File: src/rtl/uart_rx_word_if.sv
// CPU read-side bus of the UART receive path: read strobe, byte address,
// combinational read data and the "word available" flag.
interface uart_rx_word_if;
  logic        re;
  logic [31:0] address;
  logic [31:0] dataOut;
  logic        word_valid;

  modport master (
    output re,
    output address,
    input  dataOut,
    input  word_valid
  );

  modport slave (
    input  re,
    input  address,
    output dataOut,
    output word_valid
  );
endinterface

File: src/rtl/uart_rx_word.sv
// UART 8N1 receiver that packs four bytes per 32-bit word (first byte in
// [31:24]), queues finished words in a small FIFO and exposes the FIFO head
// and a status word as memory-mapped reads.
//
// state       | meaning
// ------------+-----------------------------------------------------------
// S_IDLE      | line idle, waiting for a falling edge on rxs
// S_START     | half-bit wait, then confirm the start bit (else glitch)
// S_DATA      | eight full-bit waits, sampling data bits LSB first
// S_STOP      | full-bit wait, then check the stop bit
// S_WAIT_HIGH | framing error seen, waiting for the line to return high
module uart_rx_word #(
  parameter int          CLKS_PER_BIT = 434,
  parameter int          FIFO_DEPTH   = 8,
  parameter logic [31:0] ADDR_DATA    = 32'h0000_7004,
  parameter logic [31:0] ADDR_STAT    = 32'h0000_7008
) (
  input  logic    clk,
  input  logic    reset,
  input  logic    rx,
  uart_rx_word_if.slave bus
);

  localparam int CNT_W = $clog2(CLKS_PER_BIT);
  localparam int PTR_W = $clog2(FIFO_DEPTH);

  localparam logic [CNT_W-1:0] BIT_LOAD  = CNT_W'(CLKS_PER_BIT - 1);
  localparam logic [CNT_W-1:0] HALF_LOAD = CNT_W'(CLKS_PER_BIT / 2 - 1);
  localparam logic [CNT_W-1:0] CNT_ONE   = CNT_W'(1);
  localparam logic [PTR_W-1:0] PTR_ONE   = PTR_W'(1);
  localparam logic [PTR_W:0]   CNT_FULL  = (PTR_W + 1)'(FIFO_DEPTH);
  localparam logic [PTR_W:0]   FCNT_ONE  = (PTR_W + 1)'(1);

  typedef enum logic [2:0] {
    S_IDLE,
    S_START,
    S_DATA,
    S_STOP,
    S_WAIT_HIGH
  } state_t;

  // synchroniser and edge history
  logic rx_meta;
  logic rxs;
  logic rxs_d;

  // receive FSM
  state_t           state;
  state_t           state_d;
  logic [CNT_W-1:0] baud_cnt;
  logic [CNT_W-1:0] baud_cnt_d;
  logic             baud_tc;
  logic [2:0]       bit_cnt;
  logic [2:0]       bit_cnt_d;
  logic [7:0]       shift;
  logic [7:0]       shift_d;
  logic             byte_ok;
  logic             frame_set;

  // word packing
  logic        byte_valid_q;
  logic [1:0]  byte_idx;
  logic [31:0] word_q;
  logic        push_req;

  // FIFO
  logic [31:0]    mem [FIFO_DEPTH];
  logic [PTR_W-1:0] wr_ptr;
  logic [PTR_W-1:0] rd_ptr;
  logic [PTR_W:0]   count;
  logic [PTR_W:0]   count_d;
  logic             word_valid_q;
  logic             full;
  logic             pop;
  logic             push_ok;
  logic             overrun_set;
  logic             stat_rd;

  // sticky error flags
  logic overrun;
  logic frame_err;

  // Two-stage synchroniser on the async line; the third stage gives the
  // previous synchronised value so IDLE reacts to a falling edge only, which
  // keeps a reset released mid-frame from locking onto a data bit.
  always_ff @(posedge clk) begin
    if (reset) begin
      rx_meta <= 1'b1;
      rxs     <= 1'b1;
      rxs_d   <= 1'b1;
    end else begin
      rx_meta <= rx;
      rxs     <= rx_meta;
      rxs_d   <= rxs;
    end
  end

  // FSM state and bit-timing registers
  always_ff @(posedge clk) begin
    if (reset) begin
      state    <= S_IDLE;
      baud_cnt <= '0;
      bit_cnt  <= '0;
      shift    <= '0;
    end else begin
      state    <= state_d;
      baud_cnt <= baud_cnt_d;
      bit_cnt  <= bit_cnt_d;
      shift    <= shift_d;
    end
  end

  // FSM next state; baud_cnt is a down-counter sampled at terminal count
  always_comb begin
    state_d    = state;
    baud_cnt_d = baud_cnt;
    bit_cnt_d  = bit_cnt;
    shift_d    = shift;
    byte_ok    = 1'b0;
    frame_set  = 1'b0;
    baud_tc    = (baud_cnt == '0);
    case (state)
      S_IDLE: begin
        if (rxs_d && !rxs) begin
          baud_cnt_d = HALF_LOAD;
          state_d    = S_START;
        end
      end
      S_START: begin
        if (baud_tc) begin
          if (rxs) begin
            state_d = S_IDLE;
          end else begin
            baud_cnt_d = BIT_LOAD;
            bit_cnt_d  = '0;
            state_d    = S_DATA;
          end
        end else begin
          baud_cnt_d = baud_cnt - CNT_ONE;
        end
      end
      S_DATA: begin
        if (baud_tc) begin
          shift_d    = {rxs, shift[7:1]};
          baud_cnt_d = BIT_LOAD;
          if (bit_cnt == 3'd7) begin
            state_d = S_STOP;
          end else begin
            bit_cnt_d = bit_cnt + 3'd1;
          end
        end else begin
          baud_cnt_d = baud_cnt - CNT_ONE;
        end
      end
      S_STOP: begin
        if (baud_tc) begin
          if (rxs) begin
            byte_ok = 1'b1;
            state_d = S_IDLE;
          end else begin
            frame_set = 1'b1;
            state_d   = S_WAIT_HIGH;
          end
        end else begin
          baud_cnt_d = baud_cnt - CNT_ONE;
        end
      end
      S_WAIT_HIGH: begin
        if (rxs) begin
          state_d = S_IDLE;
        end
      end
      default: begin
        state_d = S_IDLE;
      end
    endcase
  end

  // Byte packing: a good byte lands in its slot the cycle after the stop
  // sample; the fourth byte raises a one-cycle push request for the cycle
  // after that, so the FIFO always sees a fully assembled word.
  always_ff @(posedge clk) begin
    if (reset) begin
      byte_valid_q <= 1'b0;
      byte_idx     <= 2'd0;
      word_q       <= '0;
      push_req     <= 1'b0;
    end else begin
      byte_valid_q <= byte_ok;
      push_req     <= 1'b0;
      if (byte_valid_q) begin
        case (byte_idx)
          2'd0:    word_q[31:24] <= shift;
          2'd1:    word_q[23:16] <= shift;
          2'd2:    word_q[15:8]  <= shift;
          default: word_q[7:0]   <= shift;
        endcase
        byte_idx <= byte_idx + 2'd1;
        push_req <= (byte_idx == 2'd3);
      end
    end
  end

  // Push/pop qualification; a pop in the same cycle makes room in a full FIFO
  always_comb begin
    full        = (count == CNT_FULL);
    pop         = bus.re && (bus.address == ADDR_DATA) && word_valid_q;
    stat_rd     = bus.re && (bus.address == ADDR_STAT);
    push_ok     = push_req && (!full || pop);
    overrun_set = push_req && full && !pop;
    count_d     = count;
    case ({push_ok, pop})
      2'b10:   count_d = count + FCNT_ONE;
      2'b01:   count_d = count - FCNT_ONE;
      default: count_d = count;
    endcase
  end

  // FIFO pointers, occupancy and the registered non-empty flag
  always_ff @(posedge clk) begin
    if (reset) begin
      wr_ptr       <= '0;
      rd_ptr       <= '0;
      count        <= '0;
      word_valid_q <= 1'b0;
    end else begin
      if (push_ok) begin
        wr_ptr <= wr_ptr + PTR_ONE;
      end
      if (pop) begin
        rd_ptr <= rd_ptr + PTR_ONE;
      end
      count        <= count_d;
      word_valid_q <= (count_d != '0);
    end
  end

  // FIFO storage; contents need no reset since reads are gated by word_valid
  always_ff @(posedge clk) begin
    if (push_ok) begin
      mem[wr_ptr] <= word_q;
    end
  end

  // Sticky error flags; a new error in the same cycle as a status read wins
  always_ff @(posedge clk) begin
    if (reset) begin
      overrun   <= 1'b0;
      frame_err <= 1'b0;
    end else begin
      if (overrun_set) begin
        overrun <= 1'b1;
      end else if (stat_rd) begin
        overrun <= 1'b0;
      end
      if (frame_set) begin
        frame_err <= 1'b1;
      end else if (stat_rd) begin
        frame_err <= 1'b0;
      end
    end
  end

  // Read-data mux, combinational from the address
  always_comb begin
    bus.dataOut = '0;
    if (bus.address == ADDR_DATA) begin
      bus.dataOut = word_valid_q ? mem[rd_ptr] : '0;
    end else if (bus.address == ADDR_STAT) begin
      bus.dataOut = {24'b0, byte_idx, 2'b00, overrun, frame_err, full, word_valid_q};
    end
  end

  assign bus.word_valid = word_valid_q;

endmodule

File: src/flat_wrapper.sv
// flat-port wrapper written by rule: the top's interface ports become plain ports
module uart_rx_word_flat 
#(
  parameter int          CLKS_PER_BIT = 434,
  parameter int          FIFO_DEPTH   = 8,
  parameter logic [31:0] ADDR_DATA    = 32'h0000_7004,
  parameter logic [31:0] ADDR_STAT    = 32'h0000_7008
)
  (clk, reset, rx, bus_re, bus_address, bus_dataOut, bus_word_valid);
  uart_rx_word_if bus_i ();
  input  logic clk;
  input  logic reset;
  input  logic rx;
  input wire logic [$bits(bus_i.re)-1:0] bus_re;
  input wire logic [$bits(bus_i.address)-1:0] bus_address;
  output wire logic [$bits(bus_i.dataOut)-1:0] bus_dataOut;
  output wire logic [$bits(bus_i.word_valid)-1:0] bus_word_valid;
  assign bus_i.re = bus_re;
  assign bus_i.address = bus_address;
  assign bus_dataOut = bus_i.dataOut;
  assign bus_word_valid = bus_i.word_valid;
  uart_rx_word #(.CLKS_PER_BIT(CLKS_PER_BIT), .FIFO_DEPTH(FIFO_DEPTH), .ADDR_DATA(ADDR_DATA), .ADDR_STAT(ADDR_STAT)) u_core (.clk(clk), .reset(reset), .rx(rx), .bus(bus_i));
endmodule
File: config.mk
export PLATFORM = sky130hd
export DESIGN_NAME = uart_rx_word_flat
export DESIGN_NICKNAME = d
export VERILOG_FILES = /design/src/rtl/uart_rx_word_if.sv /design/src/rtl/uart_rx_word.sv /design/src/flat_wrapper.sv
export SDC_FILE = /design/constraint.sdc
export NUM_CORES = 1
export LEC_CHECK = 0
export ABC_AREA = 0
export BUFFER_PORTS_ARGS = -buffer_cell sky130_fd_sc_hd__buf_2
export CORE_MARGIN = 5
export CORE_UTILIZATION = 55
export CTS_CLUSTER_DIAMETER = 50
export DETAILED_ROUTE_END_ITERATION = 7
export GPL_ROUTABILITY_DRIVEN = 0
export PLACE_DENSITY = 0.73
export SKIP_LAST_GASP = 1
export SYNTH_ARGS = -nofsm -noshare
export SYNTH_HDL_FRONTEND = slang
export SYNTH_SLANG_ARGS = --single-unit
export TNS_END_PERCENT = 100
File: constraint.sdc
create_clock -name clk -period 5.2 [get_ports clk]
set_input_delay 0.52 -clock clk [delete_from_list [all_inputs] [get_ports clk]]
set_output_delay 0.52 -clock clk [all_outputs]
set_load 0.02 [all_outputs]
* Yosys cells after proc, flatten, opt, wreduce, memory -nomap -nowiden
Memories as Yosys holds them, arrays and structs flattened. A register that Yosys moved wholly into a read port is not among the register bits. Index checks and enable logic that the tools add are counted.
Cells by class: $add $sub $neg 7, muxes and demuxes 35, reductions and logical operators 30, eq/ne operators 23, bitwise logic cells 4
Operator list (number):
- $eq A32 B15 Y1 const B | 2
- $mux W32 | 2
- $mux W9 | 5
- $mux W3 | 13
- $pmux W9 S4 | 1
- $pmux W3 S5 | 1
- $ne A2 B1 Y1 const B | 6
- $reduce_and A2 Y1 | 5
- $add A3 B1 Y3 const B | 3
- $logic_not A9 Y1 | 1
- $mux W1 | 9
- $sub A9 B1 Y9 const B | 1
- $mux W8 | 1
- $pmux W4 S2 | 1
- $reduce_bool A4 Y1 | 2
- $logic_and A1 B1 Y1 | 7
- $eq A2 B2 Y1 const B | 3
- $eq A3 B2 Y1 const B | 2
- $eq A3 B3 Y1 const B | 2
- $ne A2 B2 Y1 const B | 3
- $pmux W3 S2 | 1
- $reduce_and A6 Y1 | 1
- $reduce_bool A2 Y1 | 3
- $reduce_or A3 Y1 | 2
- 16 further kinds | 22
Word-level totals: bits in writable memories 256, word-level logic and storage cells 120, bits in registers 75, memories kept 1, bits of input ports 36, output and inout port bits 33
Memory list:
- u_core.mem | depth 8, width 32, rd ports 1, clocked after memory_dff 1, wr ports 1, line uart_rx_word.sv:67 | logic [31:0] mem [FIFO_DEPTH];

* Depth between registers and ports, before layout
Gate-level depths: netlist of the first run.
depth after elaboration 8, depth in mapped cells 12, depth with buffers taken out 11

* Least setup slack after synthesis of the first run
OpenSTA, ideal clock, no wires.
path type in2reg, start point input bus_address[19], end point memory u_core.mem[0][0] (enable), cell stages on the path 5, setup time 502 ps, data arrival time 4821 ps, required time 4698 ps, path slack -123 ps, path buffers 0, cells stage by stage nor4_1 nand4_1 nor4_1 o21ai_1 nor4_1
Between the ends: word-level cells in the longest chain between the ends 7
Ends and longest elaborated chain:
- start: declaration | line flat_wrapper.sv:15 | input wire logic [$bits(bus_i.address)-1:0] bus_address;
- $eq A32 B15 Y1 | line uart_rx_word.sv:207 | pop = bus.re && (bus.address == ADDR_DATA) && word_valid_q;
- $logic_and A1 B1 Y1 (2 in series) | line uart_rx_word.sv:207
- $logic_or A1 B1 Y1 | line uart_rx_word.sv:209 | push_ok = push_req && (!full || pop);
- $logic_and A1 B1 Y1 | line uart_rx_word.sv:209
- $mux W1 | line uart_rx_word.sv:240 | if (push_ok) begin
- $mux W1 (implied by the code) | line uart_rx_word.sv:241 | mem[wr_ptr] <= word_q;
- end: declaration | line uart_rx_word.sv:67
Every way passes these cells.

==> impl_metrics.toml, run 1 <==
[run_status]
outcome = "completed"

[yosys]
synthDominantAreaCellType = "sky130_fd_sc_hd__edfxtp_1"
synth-edff-count = 256
synth_area_per_cell_um2 = 16.0
total_standard_cell_area_after_synthesis_um2 = 13100
syn-instance-count = 823
synth-async-reset-ratio_pct = 0
number_of_flip_flops_and_latches_in_the_synthesized_netlist = 334
synth_cell_types = 50
ys_dominant_reg_cell = "sky130_fd_sc_hd__edfxtp_1"
synth_top_area_share_pct = 58.5
seq_area_frac_synth_pct = 70.4
yosysWarnings = 0
synthesis.nets = 870
synth.area.top_cells = "sky130_fd_sc_hd__edfxtp_1 59%, sky130_fd_sc_hd__dfxtp_1 12%, sky130_fd_sc_hd__mux4_2 11%"

[sta]
slew-limit-headroom_pct = 24.4
finalHoldViolCount = 0
finalMaxSlewViolations = 0
finalHoldWorstSlack_ns = 0.151
worst-slew-pin-transition_ns = 1.13
unrepaired_setup_endpoints_after_global_routing = "false"
finalWorstPathRequiredPeriod_ns = 3.53
setup_viol_count_final = 0
layout_setup_ws_ns = 1.67
setup_total_negative_slack_ns = 0
fmax_mhz = 283
post-route-period-util_pct = 67.9
final.setup_skew_ns = 0.0137

[final_layout]
layout.cells.most_common = "sky130_fd_sc_hd__edfxtp_1"
layout.cells.most_common_list = "256 x sky130_fd_sc_hd__edfxtp_1, 75 x sky130_fd_sc_hd__dfxtp_1, 68 x sky130_fd_sc_hd__buf_2"
antennaDiodeCount = 0
fin_cells = 1239
drive_gt1_share_pct = 24.6
fill_cells = 1639
final_net_count = 942
areaGrowthSynthToFinish_pct = 14.5

[setup_path]
critical_path_required_ns = 4.68
crit_arrival_ns = 3.01
critical_path.startpoint_type = "flop"
cp_cell_sequence = "buf_4 -> mux4_2 -> mux2i_1 -> nor2_1 -> buf_2"
setup.worst_path.class = "reg -> out"
timing.critical_path.max_delay_family = "flip-flops"
crit_path_max_fanout = 49
cp.buffers_inverters = 2
slowest_cell_delay_on_critical_path_ns = 1.01
cp_slowest_cell = "sky130_fd_sc_hd__dfxtp_4"
worst_setup_path_end_kind = "primary output"

[global_routing]
largest_net_degree_at_the_start_of_global_routing = 77
met2_routing_resource_usage_after_global_routing_pct = 32.0
grt_antenna_before_repair = 0
wire_length_of_the_first_global_routing_pass_um = 39900
globalRoute.totalOverflow = 0
use_met3_pct = 2.67
first_global_vias = 7221
busiest_metal_layer_after_global_routing = "met2"
grt_util_met1_pct = 26.6
tot_gr_track_use_pct = 19.0

[run]
max_cap_violations = 0

[power]
static-leakage-power_nw = 4.87
irDropWorstVdd_mv = 0.280
power_mw = 5.78
power.density_cell_area_nw_per_um2 = 384

[clock_tree]
clk_root_buffer_cell = "sky130_fd_sc_hd__clkbuf_16"
hold_buffers = 0
cts.clk_slew.worst_paths_ns = 0.06
cts_made_buffers = 31
h-tree-depth = 1
clockBufferDepth = 3
tritoncts = "yes"
cts_repair_resize_count = 0
clkSinkCount = 334
cts_setup_buffers = 0
worst_skew_pair.late_latency_ns = 0.56

[detailed_routing]
route.detailed.vias_per_inst = 5.73
drc_violation_total_after_the_first_tritonroute_iteration = 442
drt-pass1-iter-count = 5
post_drt_wl_per_cell_um = 19.9
remaining_drc_errors = 0
postRouteAntennaNets = 0
vias = 7096
routed_wirelength_um = 24700

[floorplan]
core.rowCount = 56
placeableCoreArea_um2 = 23500
start_util_pct = 56.0
design.portCount = 69
die_width_um = 165
die-height_um = 165
die_area_um2 = 27100

[placement]
portBuffers = 68
dp_worst_setup_slack_ns = 1.67
hpwlAfterDp_um = 14400
dp_cells = 1181

[hold_path]
hold_path_class = "in -> reg"
==> metal layers <==
metal | vias up | routed length (um)
met5 | - | 0
met4 | 0 | 461
met3 | 38 | 1230
met2 | 183 | 12500
met1 | 3556 | 10500
li1 | 3319 | -
==> synth_stat cells, types with 2 or more instances <==
library cell	number
sky130_fd_sc_hd__a21boi_0	2
sky130_fd_sc_hd__or3_1	5
sky130_fd_sc_hd__nor4_1	10
sky130_fd_sc_hd__buf_1	11
sky130_fd_sc_hd__nand4_1	2
sky130_fd_sc_hd__a21o_1	2
sky130_fd_sc_hd__o21ai_0	10
sky130_fd_sc_hd__nand3b_1	3
sky130_fd_sc_hd__inv_1	10
sky130_fd_sc_hd__mux2i_1	46
sky130_fd_sc_hd__ha_1	11
sky130_fd_sc_hd__nand2_1	57
sky130_fd_sc_hd__o22ai_1	3
sky130_fd_sc_hd__nor2_1	67
sky130_fd_sc_hd__nor3_1	8
sky130_fd_sc_hd__nand3_1	36
sky130_fd_sc_hd__a211oi_1	2
sky130_fd_sc_hd__dfxtp_1	78
sky130_fd_sc_hd__o41ai_1	2
sky130_fd_sc_hd__a31oi_1	2
sky130_fd_sc_hd__xnor2_1	6
sky130_fd_sc_hd__o211ai_1	3
sky130_fd_sc_hd__nand2b_1	10
sky130_fd_sc_hd__nor2b_1	5
sky130_fd_sc_hd__a311oi_1	3
sky130_fd_sc_hd__edfxtp_1	256
sky130_fd_sc_hd__a21oi_1	48
sky130_fd_sc_hd__mux4_2	64
sky130_fd_sc_hd__buf_2	2
sky130_fd_sc_hd__clkbuf_1	30
sky130_fd_sc_hd__xor2_1	3
sky130_fd_sc_hd__or2_2	7
sky130_fd_sc_hd__a22oi_1	2
==> flip-flops by register name (all words and copies together), names as in the netlist, named ones only <==
signal / cells
u_core.baud_cnt: 9
u_core.bit_cnt: 3
u_core.bus.word_valid: 1
u_core.byte_idx: 2
u_core.byte_valid_q: 1
u_core.count: 4
u_core.frame_err: 1
u_core.mem: 256
u_core.overrun: 1
u_core.push_req: 1
u_core.rd_ptr: 3
u_core.rx_meta: 1
u_core.rxs: 1
u_core.rxs_d: 1
u_core.shift: 8
u_core.state: 3
u_core.word_q: 32
u_core.wr_ptr: 3
==> report_power, final <==
part	switching [mW]	leakage [nW]	internal (mW)
Sequential	0.0342	3.00	2.86
Clock	0.966	0.555	1.52
Combinational	0.233	1.31	0.155
==> cell type report <==
type / count / area, um^2 / share of cell area [%]
sequential: 334 / 9260 / 61.6
inverter: 10 / 37.5 / 0.250
timing repair buffer: 82 / 445 / 2.96
clock buffer: 35 / 811 / 5.39
tap: 319 / 399 / 2.65
multi-input combinational: 436 / 3750 / 24.9
clock inverter: 23 / 340 / 2.26
==> through the flow <==
stage          area [um^2]  utilization (%)
3_5_place_dp         13900             59.2
5_1_grt              15000             64.1
2_1_floorplan        13100                -
3_3_place_gp         13900             59.2
6_report             15000             64.1
4_1_cts              15000             64.1
==> worst paths after layout <==
| path | start | depth (start not counted) | endpoint | slack [ns] |
|---|---|---|---|---|
| max reg2reg | u_core.baud_cnt[0] | 8 | u_core.shift[5] | 2.52 |
| max | flop | 5 | bus_dataOut[5] | 1.67 |
| min | rx | 2 | u_core.rx_meta | 0.15 |
| min reg2reg | u_core.rx_meta | 1 | u_core.rxs | 0.41 |
==> kinds of logic (layout without fill, tap and decap cells) <==
logic type	count (synthesis)	count (layout)	synth area share, %
flops	334	334	70.4
simple gates	219	219	7.92
compound gates	86	86	3.92
fa+ha+maj	11	11	1.05
buf+inv	53	150	1.53
xor+xnor	9	9	0.600
mux	111	111	14.6
No activity file was read; power rests on OpenSTA's default activity.
==> run 2, diff against run 1 <==
Settings changed: CORE_UTILIZATION 55 to 60, PLACE_DENSITY 0.73 to 0.75.
Clock period 5.2 ns to 3.3 ns, I/O delays scaled along.
==> impl_metrics.toml, run 2 (synthesis results as in run 1) <==
[placement]
hpwlAfterDp_um = 16500
dp_cells = 1154
post_dp_cell_area_um2 = 13900
portBuffers = 68

[final_layout]
fill_cells = 1393
top_regs = "u_core.mem (256), u_core.word_q (32), u_core.baud_cnt (9)"
fin_cells = 1212
antennaDiodeCount = 0
fin_area_um2 = 15000
most_flops_register = "u_core.mem"
final_net_count = 955
layout.cells.most_common = "sky130_fd_sc_hd__edfxtp_1"
drive_gt1_share_pct = 24.1
largest_register_ffs = 256
layout.cells.most_common_list = "256 x sky130_fd_sc_hd__edfxtp_1, 75 x sky130_fd_sc_hd__dfxtp_1, 68 x sky130_fd_sc_hd__buf_2"
areaGrowthSynthToFinish_pct = 14.1

[clock_tree]
tritoncts = "yes"
clockBufferDepth = 3
cts_made_buffers = 31
cts_setup_buffers = 0
worst_skew_pair.late_latency_ns = 0.55
clk_root_buffer_cell = "sky130_fd_sc_hd__clkbuf_16"
clkSinkCount = 334
cts.clk_slew.worst_paths_ns = 0.06
h-tree-depth = 1

[global_routing]
largest_net_degree_at_the_start_of_global_routing = 55
busiest_metal_layer_after_global_routing = "met2"
grt_util_met1_pct = 29.2
use_met3_pct = 3.61
tot_gr_track_use_pct = 21.6
met2_routing_resource_usage_after_global_routing_pct = 37.4
globalRoute.totalOverflow = 0
first_global_vias = 7579
wire_length_of_the_first_global_routing_pass_um = 41700
grt_antenna_before_repair = 0

[setup_path]
critical_path.reg2reg.startpoint = "u_core.baud_cnt[0]"
worst_setup_path_end_kind = "primary output"
crit_arrival_ns = 2.64
crit_path_max_fanout = 20
r2r.worst_path.cells = 8
cp_cell_sequence = "inv_1 -> or3b_2 -> nor3_1 -> nand2_2 -> buf_4 -> nor2_1 -> buf_2"
slowest_cell_delay_on_critical_path_ns = 0.48
setup.worst_path.class = "reg -> out"
regToRegEndpoint = "u_core.shift[1]"
reg2reg_setup_slack_ns = 0.46
cp.buffers_inverters = 3
critical_path.startpoint_type = "flop"
timing.critical_path.max_delay_family = "simple AND/OR/NAND/NOR gates"
critical_path_required_ns = 2.97
cp_slowest_cell = "sky130_fd_sc_hd__or3b_2"

[power]
pwr-share-comb_pct = 7.2
power_mw = 8.71
power.net_switching_mw = 1.88
clkPwrFrac_pct = 40.2
static-leakage-power_nw = 4.87
irDropWorstVdd_mv = 0.576
power.density_cell_area_nw_per_um2 = 581
power.share.sequential_pct = 52.5
intPower_mw = 6.83
switching_share_pct = 21.5

[detailed_routing]
vias = 7310
drt-pass1-iter-count = 4
route.detailed.vias_per_inst = 6.03
post_drt_wl_per_cell_um = 21.4
routed_wirelength_um = 26000
postRouteAntennaNets = 0
drc_violation_total_after_the_first_tritonroute_iteration = 560
remaining_drc_errors = 0

[hold_path]
worstHoldStart = "bus_re"
hold_path_class = "in -> reg"
whs_path_depth = 4
worstHoldEndpoint = "u_core.frame_err"

[sta]
finalWorstPathRequiredPeriod_ns = 2.97
final.setup_skew_ns = 0.0118
setup_total_negative_slack_ns = 0
unrepaired_setup_endpoints_after_global_routing = "false"
post-route-period-util_pct = 89.9
finalMaxSlewViolations = 0
worst-slew-pin-transition_ns = 1.08
finalHoldViolCount = 0
fmax_mhz = 337
slew-limit-headroom_pct = 27.9
setup_viol_count_final = 0

[floorplan]
die_area_um2 = 24900
start_util_pct = 60.6
placeableCoreArea_um2 = 21700
die_width_um = 158
core.rowCount = 54
design.portCount = 69
die-height_um = 158

[run]
max_cap_violations = 0

[run_status]
outcome = "completed"
run 2: cell count changes in the layout (fill, tap and decap cells not counted), moves of 4 or more:
cell	before	now
sky130_fd_sc_hd__nor3_2	4	0
sky130_fd_sc_hd__clkbuf_1	2	11
sky130_fd_sc_hd__bufinv_16	8	2
sky130_fd_sc_hd__clkinv_1	1	5
sky130_fd_sc_hd__clkinv_2	5	1
sky130_fd_sc_hd__nor3_4	0	4
sky130_fd_sc_hd__buf_4	14	25
run 2: worst max path at each step:
stage          slack [ns]           endpoint                  start  depth (start not counted)
2_1_floorplan       -0.27   u_core.mem[7][0]        bus_address[19]                          6
3_3_place_gp         0.46  u_core.mem[7][17]        bus_address[19]                          8
3_5_place_dp         0.42    bus_dataOut[15]        bus_address[15]                          8
4_1_cts              0.15    bus_dataOut[30]  u_core.bus.word_valid                          7
5_1_grt              0.12    bus_dataOut[16]                   flop                          5
6_report             0.33    bus_dataOut[15]  u_core.bus.word_valid                          7
run 2: worst min-delay path: stages:
cell	delay [ns]
sky130_fd_sc_hd__buf_2	0.12
sky130_fd_sc_hd__nand2_1	0.07
sky130_fd_sc_hd__nand2_1	0.07
sky130_fd_sc_hd__a21oi_1	0.05
run 2: power by group through the flow:
stage                     combinational [mW]  clock [mW]  sequential [mW]
after floorplan                        0.510           0             4.63
after global placement                 0.586           0             4.66
after detailed placement               0.619           0             4.66
after CTS                              0.623        3.57             4.57
after global routing                   0.721        3.77             4.58
final                                  0.631        3.50             4.57
run 2: layout make-up:
cell class	count	area, um^2	area share, %
clock buffers	47	920	6.14
well taps	280	350	2.34
inverters	10	37.5	0.251
flip-flops and latches	334	9260	61.8
multi-input cells	436	3760	25.1
repair buffers	95	558	3.73
clock inverters	10	100	0.668
run 2: per-layer routing:
| metal | wire, um | up-vias | share of wire (%) |
|---|---|---|---|
| li1 | - | 3341 | - |
| met1 | 10600 | 3702 | 41 |
| met2 | 13300 | 227 | 51 |
| met3 | 1710 | 40 | 6.6 |
| met4 | 410 | 0 | 1.6 |
| met5 | 0 | - | 0 |
run 2: stage by stage:
| step | util (%) | hold WS, ns | worst slack (ns) |
|---|---|---|---|
| floorplan | - | 0.389 | -0.267 |
| global placement | 64.3 | 0.407 | 0.459 |
| detailed placement | 64.3 | 0.401 | 0.420 |
| CTS | 69.1 | 0.121 | 0.147 |
| global route | 69.1 | 0.141 | 0.124 |
| finish | 69.1 | 0.144 | 0.334 |
run 2: repair_timing:
item | 4_1_cts | 5_1_grt
hold buffers | 1 | 0
gates resized for setup | 0 | 1
hold endpoints to repair | 1 | 0
endpoints found under the setup margin | 0 | 2
==> run 3, diff against run 2 <==
Settings changed: CORE_UTILIZATION 60 to 35, PLACE_DENSITY 0.75 to 0.48.
==> impl_metrics.toml, run 3 (synthesis results as in run 1) <==
[run_status]
outcome = "completed"

[setup_path]
cp_cell_sequence = "buf_4 -> mux4_2 -> mux2i_1 -> o22ai_1 -> buf_2"
crit_arrival_ns = 2.61
slowest_cell_delay_on_critical_path_ns = 0.63
regToRegEndpoint = "u_core.state[2]"
critical_path.reg2reg.startpoint = "u_core.baud_cnt[0]"
critical_path.startpoint_type = "flop"
reg2reg_setup_slack_ns = 0.71
setup.worst_path.class = "reg -> out"
critical_path_required_ns = 2.97
cp_slowest_cell = "sky130_fd_sc_hd__dfxtp_4"
crit_path_max_fanout = 21
worst_setup_path_end_kind = "primary output"
r2r.worst_path.cells = 8

[final_layout]
layout.cells.most_common_list = "256 x sky130_fd_sc_hd__edfxtp_1, 75 x sky130_fd_sc_hd__dfxtp_1, 68 x sky130_fd_sc_hd__buf_2"
most_flops_register = "u_core.mem"
top_regs = "u_core.mem (256), u_core.word_q (32), u_core.baud_cnt (9)"
fin_cells = 1432
antennaDiodeCount = 0
areaGrowthSynthToFinish_pct = 19.1
largest_register_ffs = 256
drive_gt1_share_pct = 26.2
final_net_count = 973
layout.cells.most_common = "sky130_fd_sc_hd__edfxtp_1"

[global_routing]
globalRoute.totalOverflow = 0
grt_antenna_before_repair = 0
tot_gr_track_use_pct = 14.1
largest_net_degree_at_the_start_of_global_routing = 37
wire_length_of_the_first_global_routing_pass_um = 45200
first_global_vias = 7561

[power]
power.density_cell_area_nw_per_um2 = 611
static-leakage-power_nw = 5.08
irDropWorstVdd_mv = 0.439

[detailed_routing]
remaining_drc_errors = 0
drc_violation_total_after_the_first_tritonroute_iteration = 390
drt-pass1-iter-count = 4
post_drt_wl_per_cell_um = 20.2
vias = 7233
postRouteAntennaNets = 0
routed_wirelength_um = 28900
route.detailed.vias_per_inst = 5.05

[sta]
finalMaxSlewViolations = 0
finalHoldWorstSlack_ns = 0.160
setup_viol_count_final = 0
finalHoldViolCount = 0
slew-limit-headroom_pct = 28.2
finalWorstPathRequiredPeriod_ns = 2.94
worst-slew-pin-transition_ns = 1.07
layout_setup_ws_ns = 0.364
unrepaired_setup_endpoints_after_global_routing = "false"
post-route-period-util_pct = 89.0
final.setup_skew_ns = 0.0112
fmax_mhz = 341

[floorplan]
die_width_um = 204
placeableCoreArea_um2 = 37300
die-height_um = 204
design.portCount = 69
core.rowCount = 71
die_area_um2 = 41500
start_util_pct = 35.2

[clock_tree]
cts_made_buffers = 40
tritoncts = "yes"
cts.clk_slew.worst_paths_ns = 0.05
clkSinkCount = 334
clk_root_buffer_cell = "sky130_fd_sc_hd__clkbuf_16"
cts_repair_resize_count = 0
worst_skew_pair.late_latency_ns = 0.53
hold_buffers = 1
clockBufferDepth = 3
cts_setup_buffers = 0
h-tree-depth = 2

[placement]
dp_worst_setup_slack_ns = 0.427
hpwlAfterDp_um = 18300
portBuffers = 68
dp_cells = 1357

[run]
max_cap_violations = 0

[hold_path]
whs_path_depth = 4
worstHoldStart = "bus_re"
worstHoldEndpoint = "u_core.frame_err"
hold_path_class = "in -> reg"
-- run 3: per-layer routing --
| layer | GRT usage, % | vias to the layer above | wire length (um) |
|---|---|---|---|
| li1 | - | 3391 | - |
| met1 | 19.1 | 3658 | 13100 |
| met2 | 23.8 | 153 | 14100 |
| met3 | 2.88 | 31 | 1250 |
| met4 | 3.04 | 0 | 386 |
| met5 | 0 | - | 0 |
-- run 3: cell type report --
class                      instances  area [um^2]
fill                            3427        21700
sequential                       334         9260
multi-input combinational        436         3770
clock buffer                      59         1150
timing repair buffer             104          651
tap                              474          593
clock inverter                    15          180
inverter                          10         37.5
-- run 3: through the flow --
step / instance area (um^2) / utilization, % / TNS [ns] / power, mW
after global placement: 14300 / 38.3 / 0 / 5.29
after global routing: 15600 / 41.9 / 0 / 9.98
after floorplan: 13200 / - / -37.13 / 5.14
after CTS: 15600 / 41.9 / 0 / 9.68
after detailed placement: 14300 / 38.3 / 0 / 5.28
final: 15600 / 41.9 / 0 / 9.55
-- run 3: critical path: cells and delay by family (launching register included) --
family	cells	cell delay, ns
flops	1	0.63
mux	2	0.73
buf+inv	2	0.54
compound gates	1	0.15
-- run 3: how the worst max path moves through the flow --
stage | cells past startpoint | start | to
finish | 5 | flop | bus_dataOut[6]
global route | 5 | flop | bus_dataOut[6]
CTS | 5 | flop | bus_dataOut[6]
detailed placement | 12 | bus_address[16] | u_core.bus.word_valid
global placement | 12 | bus_address[16] | u_core.bus.word_valid
floorplan | 6 | bus_address[19] | u_core.mem[7][0]
-- run 3: where the power goes --
group          switching, mW  leakage [nW]  internal, mW
Sequential            0.0582          3.00          4.52
Combinational          0.374          1.43         0.247
Clock                   1.67         0.644          2.69
Total                   2.11          5.08          7.45
